===== src/rtl/seq_restoring_divider.sv =====
// Sequential restoring divider: one quotient bit per clock, valid/ready on both sides.
// Divide-by-zero completes in one cycle with quotient=all-ones and remainder=dividend.
`timescale 1ns/1ps
module seq_restoring_divider #(
  parameter int WIDTH = 2
) (
  input  logic             clk,
  input  logic             rst,
  input  logic             in_valid,
  output logic             in_ready,
  input  logic [WIDTH-1:0] dividend,
  input  logic [WIDTH-1:0] divisor,
  output logic             out_valid,
  input  logic             out_ready,
  output logic [WIDTH-1:0] quotient,
  output logic [WIDTH-1:0] remainder,
  output logic             div_by_zero
);

  localparam int CW = (WIDTH > 1) ? $clog2(WIDTH) : 1;

  typedef enum logic [1:0] {IDLE, RUN, DONE} state_t;

  state_t           state;
  state_t           state_nxt;
  logic [WIDTH-1:0] rem_r;
  logic [WIDTH-1:0] q_r;
  logic [WIDTH-1:0] dvs_r;
  logic [CW-1:0]    cnt;

  logic [WIDTH:0]   shifted;
  logic [WIDTH:0]   trial;
  logic [WIDTH-1:0] rem_nxt;
  logic [WIDTH-1:0] q_nxt;

  // Handshake: a transfer happens on a rising edge where valid and ready are both high;
  // in_ready is high only in IDLE, out_valid only in DONE, and results hold until consumed.

  // The stored partial remainder is always below the divisor, so its top bit is
  // always zero and only the low WIDTH bits are kept between iterations.
  always_comb begin
    shifted = {rem_r, q_r[WIDTH-1]};
    trial   = shifted - {1'b0, dvs_r};
    rem_nxt = trial[WIDTH] ? shifted[WIDTH-1:0] : trial[WIDTH-1:0];
    q_nxt   = (q_r << 1) | {{(WIDTH-1){1'b0}}, ~trial[WIDTH]};
  end

  always_comb begin
    state_nxt = state;
    in_ready  = 1'b0;
    out_valid = 1'b0;
    case (state)
      IDLE: begin
        in_ready = 1'b1;
        if (in_valid) state_nxt = (divisor == '0) ? DONE : RUN;
      end
      RUN: begin
        if (cnt == '0) state_nxt = DONE;
      end
      DONE: begin
        out_valid = 1'b1;
        if (out_ready) state_nxt = IDLE;
      end
      default: state_nxt = IDLE;
    endcase
  end

  always_ff @(posedge clk or posedge rst) begin
    if (rst) begin
      state       <= IDLE;
      rem_r       <= '0;
      q_r         <= '0;
      dvs_r       <= '0;
      cnt         <= '0;
      quotient    <= '0;
      remainder   <= '0;
      div_by_zero <= 1'b0;
    end else begin
      state <= state_nxt;
      case (state)
        IDLE: begin
          if (in_valid) begin
            dvs_r <= divisor;
            if (divisor == '0) begin
              quotient    <= '1;
              remainder   <= dividend;
              div_by_zero <= 1'b1;
            end else begin
              rem_r <= '0;
              q_r   <= dividend;
              cnt   <= CW'(WIDTH - 1);
            end
          end
        end
        RUN: begin
          rem_r <= rem_nxt;
          q_r   <= q_nxt;
          // Results are published only on the final iteration.
          if (cnt == '0) begin
            quotient    <= q_nxt;
            remainder   <= rem_nxt;
            div_by_zero <= 1'b0;
          end else begin
            cnt <= cnt - CW'(1);
          end
        end
        default: ;
      endcase
    end
  end

endmodule


===== config.mk =====
export PLATFORM = sky130hd
export DESIGN_NAME = seq_restoring_divider
export DESIGN_NICKNAME = d
export VERILOG_FILES = /design/src/rtl/seq_restoring_divider.sv
export SDC_FILE = /design/constraint.sdc
export NUM_CORES = 1
export LEC_CHECK = 0
export ABC_CLOCK_PERIOD_IN_PS = 2550
export BUFFER_PORTS_ARGS = -buffer_cell sky130_fd_sc_hd__buf_2
export CAP_MARGIN = 10
export CORE_MARGIN = 2
export CORE_UTILIZATION = 45
export CTS_CLUSTER_DIAMETER = 100
export DETAILED_ROUTE_END_ITERATION = 10
export GPL_ROUTABILITY_DRIVEN = 0
export GPL_TIMING_DRIVEN = 0
export PLACE_DENSITY = 0.7
export SETUP_SLACK_MARGIN = 0.05
export SLEW_MARGIN = 40
export SYNTH_ARGS = -nofsm -noshare
export SYNTH_HDL_FRONTEND = slang
export SYNTH_SLANG_ARGS = --single-unit

===== constraint.sdc =====
create_clock -name clk -period 2.55 [get_ports clk]
set_input_delay 0 -clock clk [delete_from_list [all_inputs] [get_ports clk]]
set_output_delay 0 -clock clk [all_outputs]
set_load 0.02 [all_outputs]

Word-level counts from Yosys, hierarchy flattened --
Cells that the tools add are included.
Cells by class: bitwise logic cells 2, reductions and logical operators 7, mux-type cells 30, eq/ne operators 7, add/sub/neg operators 2
Operators with widths (number):
- 2-bit two-way mux | 15
- 2-bit one-hot mux with 2 select lines | 4
- 2-bit != test (second input constant) | 5
- 1-bit two-way mux | 8
- 2-bit one-hot mux with 3 select lines | 1
- 3-bit AND reduction | 2
- 2-bit logical NOT | 2
- 1-bit one-hot mux with 2 select lines | 2
- 4-bit AND reduction | 1
- 3-bit by 2-bit subtractor with 3-bit output | 1
- 2-bit by 1-bit == test with 1-bit output (second input constant) | 1
- 2-bit == test (second input constant) | 1
- 2-bit by 1-bit bitwise OR with 2-bit output | 1
- 2-bit AND reduction | 1
- 2-bit nonzero test | 1
- 1-bit inverter | 1
- 1-bit subtractor (second input constant) | 1
Storage, ports and cells: logic and storage cells 56, output and inout port bits 7, bits in registers 14, input bits 8

Longest topological paths before layout --
Gate-level depths: netlist (run 1).
word-level depth 5, depth in mapped cells 6

Least setup slack after synthesis (run 1) --
No wires, ideal clock.
kind register -> register, start register q_r[1], end register q_r[0], data arrival time 1.631 ns, path buffers 0, stages on the path, launching flop included 7, setup slack 0.794 ns, period minus slack after synthesis 1.756 ns, data required time 2.425 ns, setup time 0.125 ns, cell sequence dfrtp_1 > inv_1 > ha_1 > fa_1 > xnor2_1 > mux2_2 > mux2_2
On the way: longest elaborated chain between the ends 4
Ends and longest elaborated chain:
- start: declaration | RTL line 27 | logic [WIDTH-1:0] q_r;
- start signal: assignment | RTL line 90 | q_r <= dividend;
- start signal: assignment | RTL line 97 | q_r <= q_nxt;
- 3-bit by 2-bit subtractor with 3-bit output | RTL line 43 | trial = shifted - {1'b0, dvs_r};
- 1-bit inverter | RTL line 45 | q_nxt = (q_r << 1) | {{(WIDTH-1){1'b0}}, ~trial[WIDTH]};
- 2-bit by 1-bit bitwise OR with 2-bit output | RTL line 45
- 2-bit one-hot mux with 2 select lines | RTL line 80 | case (state)
Every way passes these cells. A chain may end at the register's enable or synchronous reset.

Worst setup path in the final report (run 1) --
start register q_r[1], end register rem_r[0]
On the way: longest elaborated chain between the ends 3
Ends and longest elaborated chain:
- 3-bit by 2-bit subtractor with 3-bit output | RTL line 43
- 2-bit two-way mux (*) | RTL line 44 | rem_nxt = trial[WIDTH] ? shifted[WIDTH-1:0] : trial[WIDTH-1:0];
- 2-bit one-hot mux with 2 select lines (*) | RTL line 80
- end signal: assignment | RTL line 96 | rem_r <= rem_nxt;
- end: declaration | RTL line 26 | logic [WIDTH-1:0] rem_r;
Mark *: on every way between the ends. The rest lies on a longest branch, timed or not.

==> metrics, run 1 <==
highest routing layer actually used=met4; std cell rows=14; met2 wire length=about 660 um; depth of the CTS H-tree=1; Final Cycle Share=0.776; detailed-route wire length per cell=14.0 um; DRT Wirelength=1470 um; Critical R2R Launch=q_r[1]; number of cells upsized or downsized after cts=0; WHS=0.0348 ns; commonest cells after routing, fill and taps aside=sky130_fd_sc_hd__buf_2, sky130_fd_sc_hd__dfrtp_1, sky130_fd_sc_hd__inv_1; Synth Area in Adders=0.0451; footprint of the flip-flops and latches=350 um^2; total CTS buffers=3; area of the multi-input gates=between 300 and 400 um^2; result of the run=complete, no violations; Reg clk slew, reported paths=roughly 0.090 ns; number of enable-type register cells in the synthesized netlist=0; count of buffering cells on the critical path with inverters included=1; per-cell via count in the routed design=5.43; setup repair after global routing missed its margin=no; proportion of total power due to net switching=0.413; detailed-route wire length on metal 1=between 700 and 800 um; effective utilization at floorplan=0.479; flop2flop setup slack=0.57 ns; First-pass DRT Iterations=4; total core area=0.00151 mm^2; maximum achievable frequency=505 MHz; pin count of the biggest net entering global routing=15; combined area of all synthesized cells=722 um^2; floorplan die area=0.00194 mm^2; post-synthesis xor/xnor area fraction=0.0121; instance count along the most critical hold path=3; Worst Hold Endpoint=q_r[1]; vias after detailed routing=570; post-layout net count=100; Placement Setup Slack=0.576 ns; category of the critical setup timing path=reg -> reg; Setup crit end kind=register; cell family with most CP delay=adder cells; Max VDD drop=~0.66 mV; internal power component=0.673 mW; diode insertion count for antenna repair=0; total power after layout=1.15 mW; slowest cell delay on critical path=0.43 ns; share of async-settable or async-resettable flops after synthesis=1.00; fraction of synthesized area in multiplexers=0.118; clock skew=0.00283 ns; Flop pwr share=0.348; number of top-level pins=15; floorplan die width=44.1 um; most used flip-flop cell after synthesis=sky130_fd_sc_hd__dfrtp_1; class of the most critical hold timing path=in -> reg; max-slew violation count=0; final sum of negative setup slack=0 ns; Syn Area/Cell=10.8 um^2; clock group share of total power=0.143; Clock Sink Count=14; reg-to-reg endpoint=rem_r[0]; CP cell instances=inv_1 > ha_1 > fa_1 > xnor2_1 > mux2i_1 > o21ai_0; core utilization of the finished layout=0.590; fraction of final layout cells sized beyond drive strength 1=0.270; post-synthesis sequential area ratio=0.485; count of buffers inserted at the top-level ports=14; number of distinct standard cells referenced by the synthesized netlist=24; net count after synthesis=77; Slew headroom=0.638; standard cell with the maximum stage delay on the critical path=sky130_fd_sc_hd__xnor2_1; total length of routed met3 wires=39 um; post-synthesis share of cell area spent on and, or, nand and nor gates=0.139; most common cell after layout, fill and taps aside=sky130_fd_sc_hd__buf_2; part of the power in combinational logic=0.509; post-route worst setup slack=0.571 ns; max-cap check violation count=0; maximum net fanout on the critical path=4; number of antenna violations at the first check in global routing=0; final count of negative-setup-slack endpoints=0; number of DRC violations after detailed routing=0; Arr. time, crit path=2.14 ns; first-pass GRT wire length=approximately 2600 um; area fraction in compound gates after synthesis=0.147; number of synthesized register bits=14; Syn-to-layout area delta=23.1%; leakage power total=0.436 nW; TritonCTS clock tree=yes; number of fill cells=approximately 140; source-to-sink clock delay at the later pin of the worst-skew pair=0.29 ns; remaining antenna violation count=0; Startpoint Class=register; Final min period=between 1.5 and 2 ns; power per cell area=1290 mW/mm^2; Root Driver=sky130_fd_sc_hd__clkbuf_4; launch instance of the worst min-delay path=dividend[1]; warnings from Yosys=0; CTS Buffer Depth=2; gr usage total=0.188; synthesized instance count=67; actual transition at the worst max-transition pin=0.543 ns; Detailed Place HPWL=1070 um; number of cell instances on the worst register-to-register path=6; Vert. Die Dim=44.1 um; initial drt markers=11; final hold violation count=0; main combinational cell family by area after synthesis=compound AO/OA/AOI/OAI gates; total congestion overflow=0; required time at the worst-slack endpoint=2.71 ns; total net switching power=0.473 mW; via count of the first global-routing pass=565
## through the flow
stage	std cells	area, um^2
detailed placement	97	812
floorplan	67	722
global placement	97	812
CTS	105	888
global route	105	888
finish	105	888
## cell families (layout without fill, tap and decap cells)
kind of cell | Yosys count | after routing
AO/OA/AOI/OAI | 16 | 16
AND/OR/NAND/NOR | 16 | 16
flip-flops | 14 | 14
buffers and inverters | 10 | 32
multiplexers | 8 | 8
adder cells (fa/ha/maj) | 2 | 2
XOR/XNOR | 1 | 1
## timing repair
item	CTS	global route
buffers inserted	0	0
endpoints found under the hold margin	17	0
hold buffers	4	0
## power groups by stage
| stage | Combinational (mW) | Clock (mW) | Sequential, mW |
|---|---|---|---|
| 6_report | 0.584 | 0.163 | 0.399 |
| 5_1_grt | 0.649 | 0.176 | 0.415 |
| 4_1_cts | 0.589 | 0.165 | 0.399 |
| 3_5_place_dp | 0.583 | 0 | 0.403 |
| 3_3_place_gp | 0.576 | 0 | 0.398 |
| 2_1_floorplan | 0.403 | 0 | 0.430 |
## Yosys cell counts (all sizes together) (4+ instances only)
cell / n / share of area
o21ai: 4 / 0.028
mux2: 4 / 0.062
inv: 8 / 0.042
a21oi: 4 / 0.028
nor2: 4 / 0.021
dfrtp: 14 / 0.49
mux2i: 4 / 0.055
## worst max path at each step
stage / from / to / depth (start not counted)
2_1_floorplan: q_r[1] / q_r[0] / 6
3_3_place_gp: q_r[1] / rem_r[1] / 6
3_5_place_dp: q_r[1] / rem_r[0] / 6
4_1_cts: q_r[1] / rem_r[0] / 6
5_1_grt: q_r[1] / rem_r[0] / 6
6_report: q_r[1] / rem_r[0] / 6
## worst reg2reg max path, stage by stage (launching register included)
cell and delay [ns]:
sky130_fd_sc_hd__dfrtp_1 0.35, sky130_fd_sc_hd__inv_1 0.06, sky130_fd_sc_hd__ha_1 0.21, sky130_fd_sc_hd__fa_1 0.37, sky130_fd_sc_hd__xnor2_1 0.43, sky130_fd_sc_hd__mux2i_1 0.31, sky130_fd_sc_hd__o21ai_0 0.12
## metal layers
layer / global-route usage / vias up
met2: 0.274 / 13
met5: 0 / -
li1: - / 282
met1: 0.261 / 270
met4: 0.127 / 0
met3: 0.0245 / 5
## cell type report
type / instances / area share
inverters: 8 / 0.0338
well taps: 16 / 0.0225
multi-input cells: 43 / 0.375
clock buffers: 4 / 0.0408
plain buffers: 2 / 0.00986
flip-flops and latches: 14 / 0.394
repair buffers: 18 / 0.124
## flip-flops by register name, indices dropped and copies added, names as in the netlist
signal       flops
q_r              2
quotient         2
dvs_r            2
div_by_zero      1
state            2
cnt              1
rem_r            2
remainder        2
No activity file was read; power rests on OpenSTA's default activity.
==> run 2: changes to the inputs <==
--- a/config.mk
+++ b/config.mk
@@ -5,7 +5,7 @@
 export SDC_FILE = /design/constraint.sdc
 export NUM_CORES = 1
 export LEC_CHECK = 0
-export ABC_CLOCK_PERIOD_IN_PS = 2550
+export ABC_CLOCK_PERIOD_IN_PS = 2000
 export BUFFER_PORTS_ARGS = -buffer_cell sky130_fd_sc_hd__buf_2
 export CAP_MARGIN = 10
 export CORE_MARGIN = 2
==> constraint.sdc (replaced) <==
create_clock -name clk -period 2 [get_ports clk]
set_input_delay 0 -clock clk [delete_from_list [all_inputs] [get_ports clk]]
set_output_delay 0 -clock clk [all_outputs]
set_load 0.02 [all_outputs]
==> metrics, run 2 (synthesis results as in run 1) <==
result of the run=complete, no violations; Clock Sink Count=14; pin count of the biggest net entering global routing=15; TritonCTS clock tree=yes; critical path startpoint=q_r[1]; Startpoint Class=register; cell family with most CP delay=adder cells; count of buffering cells on the critical path with inverters included=1; actual transition at the worst max-transition pin=between 0.5 and 0.6 ns; floorplan die width=between 40 and 50 um; class of the most critical hold timing path=in -> reg; depth of the CTS H-tree=1; most common cell after layout, fill and taps aside=sky130_fd_sc_hd__buf_2; Critical R2R Launch=q_r[1]; Root Driver=sky130_fd_sc_hd__clkbuf_4; Setup crit end kind=register; total core area=0.00151 mm^2; via count of the first global-routing pass=~580; slowest cell delay on critical path=0.40 ns; CTS Buffer Depth=2; max-cap check violation count=0; total congestion overflow=0; clock skew=0.00357 ns; standard cell with the maximum stage delay on the critical path=sky130_fd_sc_hd__fa_1; flop2flop setup slack=about 0.14 ns; Max VDD drop=~0.85 mV; post-layout net count=101; WHS=0.0351 ns; Detailed Place HPWL=1070 um; reg-to-reg endpoint=q_r[0]; final hold violation count=0; maximum net fanout on the critical path=4; detailed-route wire length per cell=14.0 um; first-pass GRT wire length=2580 um; DRT Wirelength=1480 um; floorplan die area=0.00194 mm^2; launch instance of the worst min-delay path=dividend[1]; Final min period=about 1.9 ns; diode insertion count for antenna repair=0; Syn-to-layout area delta=25.6%; initial drt markers=12; fraction of final layout cells sized beyond drive strength 1=0.300; setup repair after global routing missed its margin=no; max-slew violation count=0; effective utilization at floorplan=0.479; required time at the worst-slack endpoint=about 2.2 ns; capture point of the critical path=q_r[0]; std cell rows=14; total CTS buffers=3; Reg clk slew, reported paths=0.09 ns; vias after detailed routing=572; category of the critical setup timing path=reg -> reg; Arr. time, crit path=around 2 ns; per-cell via count in the routed design=5.40; gr usage total=0.189; commonest cells after routing, fill and taps aside=sky130_fd_sc_hd__buf_2, sky130_fd_sc_hd__dfrtp_1, sky130_fd_sc_hd__inv_1; final count of negative-setup-slack endpoints=0; Vert. Die Dim=44.1 um; Slew headroom=0.639; number of cell instances on the worst register-to-register path=6; most frequent cell on the critical path=sky130_fd_sc_hd__mux2_2; number of top-level pins=15; source-to-sink clock delay at the later pin of the worst-skew pair=0.29 ns; power per cell area=1680 mW/mm^2; Final Cycle Share=0.930; number of gates on the worst path with buffers counted=6; final sum of negative setup slack=0 ns; count of buffers inserted at the top-level ports=14; leakage power total=about 0.44 nW; CP cell instances=inv_1 > ha_1 > fa_1 > xnor2_2 > mux2_2 > mux2_2; First-pass DRT Iterations=4; remaining antenna violation count=0; maximum achievable frequency=537 MHz; number of antenna violations at the first check in global routing=0; number of DRC violations after detailed routing=0
run 2: cell types whose count changed in the layout (fill, tap and decap cells not counted):
cell	before	now
sky130_fd_sc_hd__buf_4	0	1
sky130_fd_sc_hd__mux2i_2	0	1
sky130_fd_sc_hd__mux2i_1	4	3
sky130_fd_sc_hd__xnor2_2	0	1
sky130_fd_sc_hd__xnor2_1	1	0
run 2: layer usage:
layer / wire [um] / GRT usage / vias to the layer above
met5: 0 / 0 / -
met2: 676 / 0.282 / 9
li1: - / - / 286
met3: 29 / 0.0245 / 5
met1: 736 / 0.259 / 272
met4: 38 / 0.127 / 0
run 2: stage by stage:
step                      power, mW  instance area (um^2)   util  cells  setup slack, ns
after floorplan                1.06                   722      -     67            0.244
after global placement         1.24                   812  0.539     97           0.0599
after detailed placement       1.26                   812  0.539     97           0.0259
after CTS                      1.49                   896  0.595    105            0.111
after global routing           1.65                   907  0.602    106           0.0510
final                          1.53                   907  0.602    106            0.139
run 2: layout make-up:
type                            instances  area [um^2]
Inverter                                8         30.0
Timing Repair Buffer                   19          118
Multi-Input combinational cell         43          344
Clock buffer                            4         36.3
Buffer                                  2         8.76
Fill cell                             137          599
Tap cell                               16         20.0
Sequential cell                        14          350
run 2: tightest hold or removal path: stages:
cell	delay [ns]
sky130_fd_sc_hd__buf_2	0.09
sky130_fd_sc_hd__a221oi_1	0.07
sky130_fd_sc_hd__a2bb2oi_1	0.12
run 2: power breakdown:
group	total, mW	switching [mW]	internal, mW	leakage (nW)
combinational	0.808	0.432	0.377	0.257
clock	0.208	0.0970	0.111	0.0210
sequential	0.511	0.0936	0.417	0.165
run 2: worst min path at each step:
| stage | end | slack, ns | depth (start not counted) |
|---|---|---|---|
| 3_3_place_gp | div_by_zero | 0.06 | 2 |
| 6_report | remainder[1] | 0.04 | 3 |
| 2_1_floorplan | cnt | -0.11 | 1 |
| 3_5_place_dp | div_by_zero | 0.07 | 2 |
| 4_1_cts | q_r[1] | 0.04 | 3 |
| 5_1_grt | q_r[1] | 0.08 | 3 |
run 2: repair_timing:
action | in CTS | in global routing
pin swaps | 0 | 1
gates cloned | 0 | 0
resized for setup | 1 | 1
hold buffers | 4 | 0
setup buffers | 0 | 1
hold endpoints to repair | 17 | 0
endpoints found under the setup margin | 2 | 3
